## src/rtl/csr_pkg.sv

```systemverilog
// Shared encodings for the CSR access unit: request kinds, CSR ops, addresses, trap codes, FSM states.
// Also holds the write/read-performed decode shared by the top and its legality check.
package csr_pkg;

  localparam logic [1:0] KIND_CSR    = 2'b00;
  localparam logic [1:0] KIND_ECALL  = 2'b01;
  localparam logic [1:0] KIND_EBREAK = 2'b10;
  localparam logic [1:0] KIND_MRET   = 2'b11;

  localparam logic [2:0] F3_RW  = 3'b001;
  localparam logic [2:0] F3_RS  = 3'b010;
  localparam logic [2:0] F3_RC  = 3'b011;
  localparam logic [2:0] F3_RWI = 3'b101;
  localparam logic [2:0] F3_RSI = 3'b110;
  localparam logic [2:0] F3_RCI = 3'b111;

  localparam logic [11:0] CSR_MSTATUS = 12'h300;
  localparam logic [11:0] CSR_MISA    = 12'h301;
  localparam logic [11:0] CSR_MTVEC   = 12'h305;
  localparam logic [11:0] CSR_MEPC    = 12'h341;
  localparam logic [11:0] CSR_MCAUSE  = 12'h342;
  localparam logic [11:0] CSR_CYCLE   = 12'hC00;
  localparam logic [11:0] CSR_INSTRET = 12'hC02;

  localparam logic [31:0] DEF_ILLEGAL_CODE = 32'd2;
  localparam logic [31:0] DEF_BREAK_CODE   = 32'd3;
  localparam logic [31:0] DEF_ECALL_CODE   = 32'd11;

  typedef enum logic [2:0] {
    IDLE  = 3'd0,
    READ  = 3'd1,
    WRITE = 3'd2,
    TRAP  = 3'd3,
    MRET  = 3'd4,
    DONE  = 3'd5
  } state_t;

  typedef struct packed {
    logic [1:0]  kind;
    logic [2:0]  funct3;
    logic [11:0] addr;
    logic [31:0] rs1_val;
    logic [4:0]  uimm;
    logic        rd_zero;
    logic [31:0] pc;
  } req_t;

  // Set/clear forms with a zero rs1 field are pure reads.
  function automatic logic is_write_op(input logic [2:0] funct3, input logic [4:0] uimm);
    return (funct3[1:0] == 2'b01) || (uimm != 5'd0);
  endfunction

  // Swap forms targeting x0 skip the read side effect.
  function automatic logic is_read_op(input logic [2:0] funct3, input logic rd_zero);
    return !((funct3[1:0] == 2'b01) && rd_zero);
  endfunction

endpackage

```

## src/rtl/csr_addr_check.sv

```systemverilog
// Address legality decode for CSR instructions; purely combinational, no backpressure.
// Flags unknown addresses and any write to the read-only misa register.
module csr_addr_check
  import csr_pkg::*;
(
  input  logic [11:0] addr,
  input  logic        write_performed,
  output logic        illegal
);

  logic known;

  always_comb begin
    known = 1'b0;
    case (addr)
      CSR_MSTATUS, CSR_MISA, CSR_MTVEC, CSR_MEPC,
      CSR_MCAUSE, CSR_CYCLE, CSR_INSTRET: known = 1'b1;
      default: known = 1'b0;
    endcase
  end

  assign illegal = !known || (write_performed && (addr == CSR_MISA));

endmodule

```

## src/rtl/csr_access_unit.sv

```systemverilog
// Sequences CSR read/modify/write, ECALL/EBREAK/illegal traps and MRET against an external CSR file.
// Latency accept->rsp_valid: 3 cycles read-modify-write, 2 otherwise; one request in flight.
// req_ready only in IDLE; the response holds in DONE until rsp_ready.
module csr_access_unit
  import csr_pkg::*;
#(
  parameter logic [31:0] ILLEGAL_CODE = DEF_ILLEGAL_CODE,
  parameter logic [31:0] BREAK_CODE   = DEF_BREAK_CODE,
  parameter logic [31:0] ECALL_CODE   = DEF_ECALL_CODE
) (
  input  logic        clk,
  input  logic        reset_n,
  input  logic        req_valid,
  output logic        req_ready,
  input  logic [1:0]  req_kind,
  input  logic [2:0]  req_funct3,
  input  logic [11:0] req_addr,
  input  logic [31:0] req_rs1_val,
  input  logic [4:0]  req_uimm,
  input  logic        req_rd_zero,
  input  logic [31:0] req_pc,
  output logic        csr_read_en,
  output logic        csr_write_en,
  output logic [11:0] csr_addr,
  output logic [31:0] csr_write_data,
  input  logic [31:0] csr_read_data,
  output logic        trap_enter,
  output logic        trap_exit,
  output logic [31:0] current_pc,
  output logic [31:0] exception_code,
  input  logic [31:0] mtvec_in,
  input  logic [31:0] mepc_in,
  output logic        rsp_valid,
  input  logic        rsp_ready,
  output logic [31:0] rsp_rd_data,
  output logic        rsp_redirect,
  output logic [31:0] rsp_target
);

  state_t      state, state_nxt;
  req_t        req_q;
  logic [31:0] old_q;
  logic [31:0] target_q;
  logic        redirect_q;

  logic        accept;
  logic        new_wr, new_rd, addr_illegal, new_illegal;
  logic        lat_wr;
  logic [31:0] src, wdata, trap_code, trap_target;

  assign accept = req_valid && req_ready;
  assign new_wr = is_write_op(req_funct3, req_uimm);
  assign new_rd = is_read_op(req_funct3, req_rd_zero);

  csr_addr_check u_addr_check (
    .addr            (req_addr),
    .write_performed (new_wr),
    .illegal         (addr_illegal)
  );

  // funct3 000 and 100 are the only encodings with a zero op field.
  assign new_illegal = (req_funct3[1:0] == 2'b00) || addr_illegal;
  assign lat_wr      = is_write_op(req_q.funct3, req_q.uimm);

  assign src = req_q.funct3[2] ? {27'd0, req_q.uimm} : req_q.rs1_val;

  always_comb begin
    wdata = '0;
    case (req_q.funct3[1:0])
      2'b01:   wdata = src;
      2'b10:   wdata = old_q | src;
      2'b11:   wdata = old_q & ~src;
      default: wdata = '0;
    endcase
  end

  always_comb begin
    trap_code = ILLEGAL_CODE;
    if (req_q.kind == KIND_ECALL)       trap_code = ECALL_CODE;
    else if (req_q.kind == KIND_EBREAK) trap_code = BREAK_CODE;
  end

  assign trap_target = {mtvec_in[31:2], 2'b00};

  always_ff @(posedge clk or negedge reset_n) begin
    if (!reset_n) state <= IDLE;
    else          state <= state_nxt;
  end

  always_comb begin
    state_nxt = state;
    case (state)
      IDLE: begin
        if (accept) begin
          if (req_kind == KIND_MRET)                         state_nxt = MRET;
          else if ((req_kind != KIND_CSR) || new_illegal)    state_nxt = TRAP;
          else if (new_rd)                                   state_nxt = READ;
          else                                               state_nxt = WRITE;
        end
      end
      READ:              state_nxt = lat_wr ? WRITE : DONE;
      WRITE, TRAP, MRET: state_nxt = DONE;
      DONE:              if (rsp_ready) state_nxt = IDLE;
      default:           state_nxt = IDLE;
    endcase
  end

  always_comb begin
    req_ready      = 1'b0;
    csr_read_en    = 1'b0;
    csr_write_en   = 1'b0;
    csr_addr       = '0;
    csr_write_data = '0;
    trap_enter     = 1'b0;
    trap_exit      = 1'b0;
    current_pc     = '0;
    exception_code = '0;
    rsp_valid      = 1'b0;
    rsp_rd_data    = '0;
    rsp_redirect   = 1'b0;
    rsp_target     = '0;
    case (state)
      IDLE:  req_ready = 1'b1;
      READ: begin
        csr_read_en = 1'b1;
        csr_addr    = req_q.addr;
      end
      WRITE: begin
        csr_write_en   = 1'b1;
        csr_addr       = req_q.addr;
        csr_write_data = wdata;
      end
      TRAP: begin
        trap_enter     = 1'b1;
        current_pc     = req_q.pc;
        exception_code = trap_code;
        rsp_target     = trap_target;
      end
      MRET: begin
        trap_exit  = 1'b1;
        rsp_target = mepc_in;
      end
      DONE: begin
        rsp_valid    = 1'b1;
        rsp_rd_data  = old_q;
        rsp_redirect = redirect_q;
        rsp_target   = target_q;
      end
      default: ;
    endcase
  end

  // old_q is cleared on accept so non-reading ops return 0 for rd.
  always_ff @(posedge clk or negedge reset_n) begin
    if (!reset_n) begin
      req_q      <= '0;
      old_q      <= '0;
      target_q   <= '0;
      redirect_q <= 1'b0;
    end else begin
      if (accept) begin
        req_q.kind    <= req_kind;
        req_q.funct3  <= req_funct3;
        req_q.addr    <= req_addr;
        req_q.rs1_val <= req_rs1_val;
        req_q.uimm    <= req_uimm;
        req_q.rd_zero <= req_rd_zero;
        req_q.pc      <= req_pc;
        old_q         <= '0;
        target_q      <= '0;
        redirect_q    <= 1'b0;
      end
      if (state == READ) old_q <= csr_read_data;
      if (state == TRAP) begin
        redirect_q <= 1'b1;
        target_q   <= trap_target;
      end
      if (state == MRET) begin
        redirect_q <= 1'b1;
        target_q   <= mepc_in;
      end
    end
  end

endmodule

```

## config.mk

```make
export PLATFORM = sky130hd
export DESIGN_NAME = csr_access_unit
export DESIGN_NICKNAME = d
export VERILOG_FILES = /design/src/rtl/csr_pkg.sv /design/src/rtl/csr_addr_check.sv /design/src/rtl/csr_access_unit.sv
export SDC_FILE = /design/constraint.sdc
export NUM_CORES = 1
export LEC_CHECK = 0
export CAP_MARGIN = 25
export CORE_ASPECT_RATIO = 2
export CORE_MARGIN = 2
export CORE_UTILIZATION = 44
export CTS_BUF_LIST = sky130_fd_sc_hd__clkbuf_8
export DETAILED_ROUTE_END_ITERATION = 8
export PLACE_DENSITY = 0.83
export SLEW_MARGIN = 5
export SYNTH_ARGS = -nofsm -noshare
export SYNTH_HDL_FRONTEND = slang
export SYNTH_SLANG_ARGS = --single-unit
```

## constraint.sdc

```tcl
create_clock -name clk -period 2.43 [get_ports clk]
set_clock_uncertainty 0.1 [all_clocks]
set_input_delay 0.3645 -clock clk [delete_from_list [all_inputs] [get_ports clk]]
set_output_delay 0.3645 -clock clk [all_outputs]
set_load 0.02 [all_outputs]
```

### Yosys cells after proc, flatten, opt, wreduce, memory -nomap -nowiden

Cells that the tools add are included.

* input port bits: 187
* flip-flop bits (word level): 154

* bitwise logic cells: 3
* reductions and logical operators: 20
* eq/ne operators: 21
* muxes and demuxes: 32

Operator list (count)
* 32-bit two-way mux: 8
* 32-bit one-hot mux with 3 select lines: 2
* 12-bit by 10-bit == test with 1-bit output, second input constant: 5
* 32-bit AND: 1
* 32-bit inverter: 1
* 32-bit OR: 1
* 12-bit == test, second input constant: 2
* 1-bit two-way mux: 12
* 12-bit two-way mux: 1
* 3-bit two-way mux: 4
* 3-bit one-hot mux with 4 select lines: 1
* 5-bit nonzero test: 2
* 2-bit == test, second input constant: 4
* 4-bit two-way mux: 2
* 7-bit OR reduction: 1
* 2-bit by 1-bit == test with 1-bit output, second input constant: 3
* 3-bit by 2-bit == test with 1-bit output, second input constant: 2
* 3-bit == test, second input constant: 2
* 1-bit logical OR: 5
* 2-bit two-way mux: 2
* 2-bit inequality test, second input constant: 2
* 2-bit nonzero test: 2
* 3-bit by 1-bit == test with 1-bit output, second input constant: 1
* 1-bit logical AND: 3
* 7 further kinds: 7

### Depth between registers and ports, before layout

* depth after elaboration: 11
* depth in mapped cells: 8
* gate-level depth less buffers: 5

### Cells and area by module

From an unflattened synthesis, not the netlist that was laid out.

* cell total of the unflattened synthesis: 957
* area total of the unflattened synthesis: 8558.2 µm²

By module, submodules not included
* csr_access_unit: times used 1, cells an instance 946, area an instance 8483.1 µm²
* csr_addr_check: times used 1, cells an instance 11, area an instance 75.1 µm²

### Worst setup path after synthesis

Ideal clock, no wire load.

* path type: reg-to-output
* from: register req_q[83] (netlist bit)
* to: output port csr_write_data[11]
* cell stages (with the launch flop): 8
* arrival time: 1.596 ns
* setup slack: 0.369 ns
* data required time: 1.965 ns
* cell sequence: dfrtp_1 > buf_2 > and2b_1 > nor2b_1 > buf_2 > buf_2 > a22oi_1 > nor2_1

* cells in the longest elaborated chain, start to end: 3

RTL lines
* start: declaration: line csr_access_unit.sv:41 `req_t req_q;`
* 2-bit == test or 2-bit by 1-bit == test with 1-bit output (tied branches): line csr_access_unit.sv:69 `case (req_q.funct3[1:0])`
* 32-bit one-hot mux with 3 select lines (*): line csr_access_unit.sv:69
* 32-bit two-way mux (*): line csr_access_unit.sv:122 `case (state)`
* end: declaration: line csr_access_unit.sv:25 `output logic [31:0] csr_write_data,`

Mark *: on every way between the ends. The rest lies on a longest branch, timed or not.

### Worst setup path after layout

* from: register req_q[83] (netlist bit)
* to: output port csr_write_data[26]

Same word-level chain as after synthesis.

==> metrics <==
#FFs+latches synth 154; Starting DRT DRC Count 566; crit path buf inv count 3; element type at the critical path end output pin; Largest stage delay, worst path 0.38 ns; initial antenna violation count 7; Worst Path Required 1.97 ns; GRT Overall Usage 0.300; H-tree depth 4; area grow syn2layout 50.7%; vias in the first global route 8903; f_max 416 MHz; critical path data arrival time 1.94 ns; # fillers 1605; max cap viols 0; Final Cell Area 12900 um2; dpl cell area 12100 um2; global-route wire length before repair 47700 um; Final ANT Viol Nets 0; clock-pin slew on the worst setup and hold paths 0.08 ns; Hold WC Path Type in -> reg; Syn Std Cell Area 8530 um2; Slew Viols, Final 0; Tcrit/Tclk final 0.989; Worst-Margin Slew 0.609 ns; port buffer count 334; WL final 31800 um; post-place setup slack -0.0313 ns; CTS tree built; Post-synth EDFFs 0; fin crit period 2.40 ns; RSZ-0062 raised after global routing yes; WHS 0.327 ns; via count 9055; post-layout util 0.670; Slew HR 0.594; Setup CP Type reg -> out; type of element launching the critical path register; buffer levels on the longest clock path 2; Total Nets Final 1562; Mean Syn Cell Area 8.16 um2; drt wl/cell 19.2 um; CTS Sinks 154; VDD IR-drop max 0.588 mV; prevailing post-synth register cell dfrtp_1; core area 19200 um2; layout cells sized above 1 0.205; Clk Latency, worst-skew pair 0.45 ns; CP Max Fanout 7; vias per cell 5.48; global placer's final weighted congestion 0.890; Hold Violations, Final 0; number of placed I/O pins 366; drt first pass iters 6; DIE AREA 20600 um2; Post-Synthesis Cells 1045; final setup violation count 0; post-DP HPWL 20800 um; post-synthesis async set-or-reset flop share 1.00; Worst path slowest cell dfrtp_1; Ys Warns 0; root buf cell clkbuf_8; Pwr Density 1150 nW/um2; grt ovf 0; die height 201 um; Initial Utilization 0.445; register area share after synthesis 0.452; Num CTS Buffers 17; largest net degree at the start of global routing 62; final setup margin 0.0272 ns; largest delay contributor family on the critical path simple AND/OR/NAND/NOR gates; residual DRC count 0; worst path cell trace and2b_2, nor2b_4, buf_12, buf_12, a22oi_2, nor2_1, buf_4; row cnt 72; Distinct cells, synth 43; crit-path most repeated cell buf_12; die width 102 um; status completed; Leakage Power 6.33 nW
-- metrics by stage --
step / cells / total power, mW / TNS [ns]
final: 1653 / 14.8 / 0
after detailed placement: 1587 / 12.1 / -0.140
after global routing: 1653 / 15.8 / -0.677
after floorplan: 1073 / 9.08 / 0
after global placement: 1587 / 11.8 / -0.0381
after CTS: 1642 / 14.3 / -1.10
-- cell usage in the layout, fill, tap and decap left out, types with 4 or more instances in the layout --
cell,Yosys,layout
a21oi_1,7,7
a222oi_1,30,30
a22o_1,4,4
a22oi_1,27,12
a22oi_2,0,15
and2_1,35,27
and2_4,0,8
and3_1,33,33
buf_12,0,15
buf_2,23,38
buf_4,35,58
buf_6,3,23
clkbuf_2,0,29
clkbuf_8,0,20
clkdlybuf4s15_1,0,16
clkdlybuf4s15_2,0,14
clkdlybuf4s50_1,0,183
clkinv_2,0,4
conb_1,1,29
dfrtp_1,154,152
diode_2,0,7
dlygate4sd2_1,0,6
inv_1,60,61
mux2i_1,35,31
nand2_1,308,304
nand3_1,32,32
nor2_1,38,35
nor2b_1,22,20
nor3_1,5,5
o21ai_0,90,66
o21ai_1,1,13
o21ai_2,0,10
o31ai_1,27,16
o31ai_2,0,9
-- routing by layer --
layer / GRT usage / share of wire / up-vias
met2: 0.508 / 0.51 / 506
met5: 0 / 0.00041 / -
met1: 0.338 / 0.36 / 4298
li1: - / - / 4132
met4: 0.186 / 0.065 / 2
met3: 0.0547 / 0.069 / 117
-- worst min-delay path, stage by stage --
cell	delay, ns
clkdlybuf4s50_1	0.39
nand2_1	0.05
nand2_1	0.04
-- area by class of cell --
type | instances | area [um2] | share of cell area
Clock buffer | 20 | 275 | 0.0214
Sequential cell | 154 | 3860 | 0.300
Antenna cell | 7 | 17.5 | 0.00136
Timing Repair Buffer | 392 | 3760 | 0.293
Multi-Input combinational cell | 748 | 4270 | 0.332
Tap cell | 259 | 324 | 0.0252
Inverter | 61 | 229 | 0.0178
Clock inverter | 12 | 124 | 0.00964
-- cells by family after synthesis --
logic type / synth area share
simple gates: 0.257
mux: 0.0411
buf+inv: 0.0967
compound gates: 0.151
flops: 0.452
other cells: 0.000440
fa+ha+maj: 0.00147
-- state kept, by name, indices dropped and copies added, names as in the netlist --
signal and cells:
old_q 32, redirect_q 1, req_q 86, state 3, target_q 32
-- cells in the mapped netlist, types with 23 or more instances --
master,n,area (um2)
nor2_1,38,143
mux2i_1,35,350
and3_1,33,206
dfrtp_1,154,3850
a22oi_1,27,203
nand3_1,32,160
buf_2,23,115
nand2_1,308,1160
o31ai_1,27,203
a222oi_1,30,300
inv_1,60,225
clkbuf_1,48,180
o21ai_0,90,450
and2_1,35,219
buf_4,35,263
-- final timing paths --
kind,slack (ns),from,endpoint,depth (start not counted)
worst min-delay path,0.33,req_funct3[2],req_q[84],3
worst min register to register,0.37,req_q[3],req_q[3],2
worst max register to register,0.12,state[1],target_q[25],10
worst max-delay path,0.03,req_q[83],csr_write_data[26],7
min in group asynchronous,0.38,reset_n,old_q[12],2
max in group asynchronous,1.21,reset_n,state[0],3
-- power breakdown --
part / internal (mW) / switching (mW) / total, mW / leakage (nW)
Clock: 0.986 / 1.01 / 1.99 / 0.202
Sequential: 3.74 / 0.805 / 4.55 / 1.93
Combinational: 3.43 / 4.85 / 8.28 / 4.20
-- repair_timing --
action	CTS	global route
hold buffers	1	0
cloned	6	3
setup endpoints to repair	148	133
buffers inserted	17	9
pin swaps	8	14
gates resized for setup	502	216
endpoints found under the hold margin	55	0
Note: power is estimated with default switching activity, not from simulation.
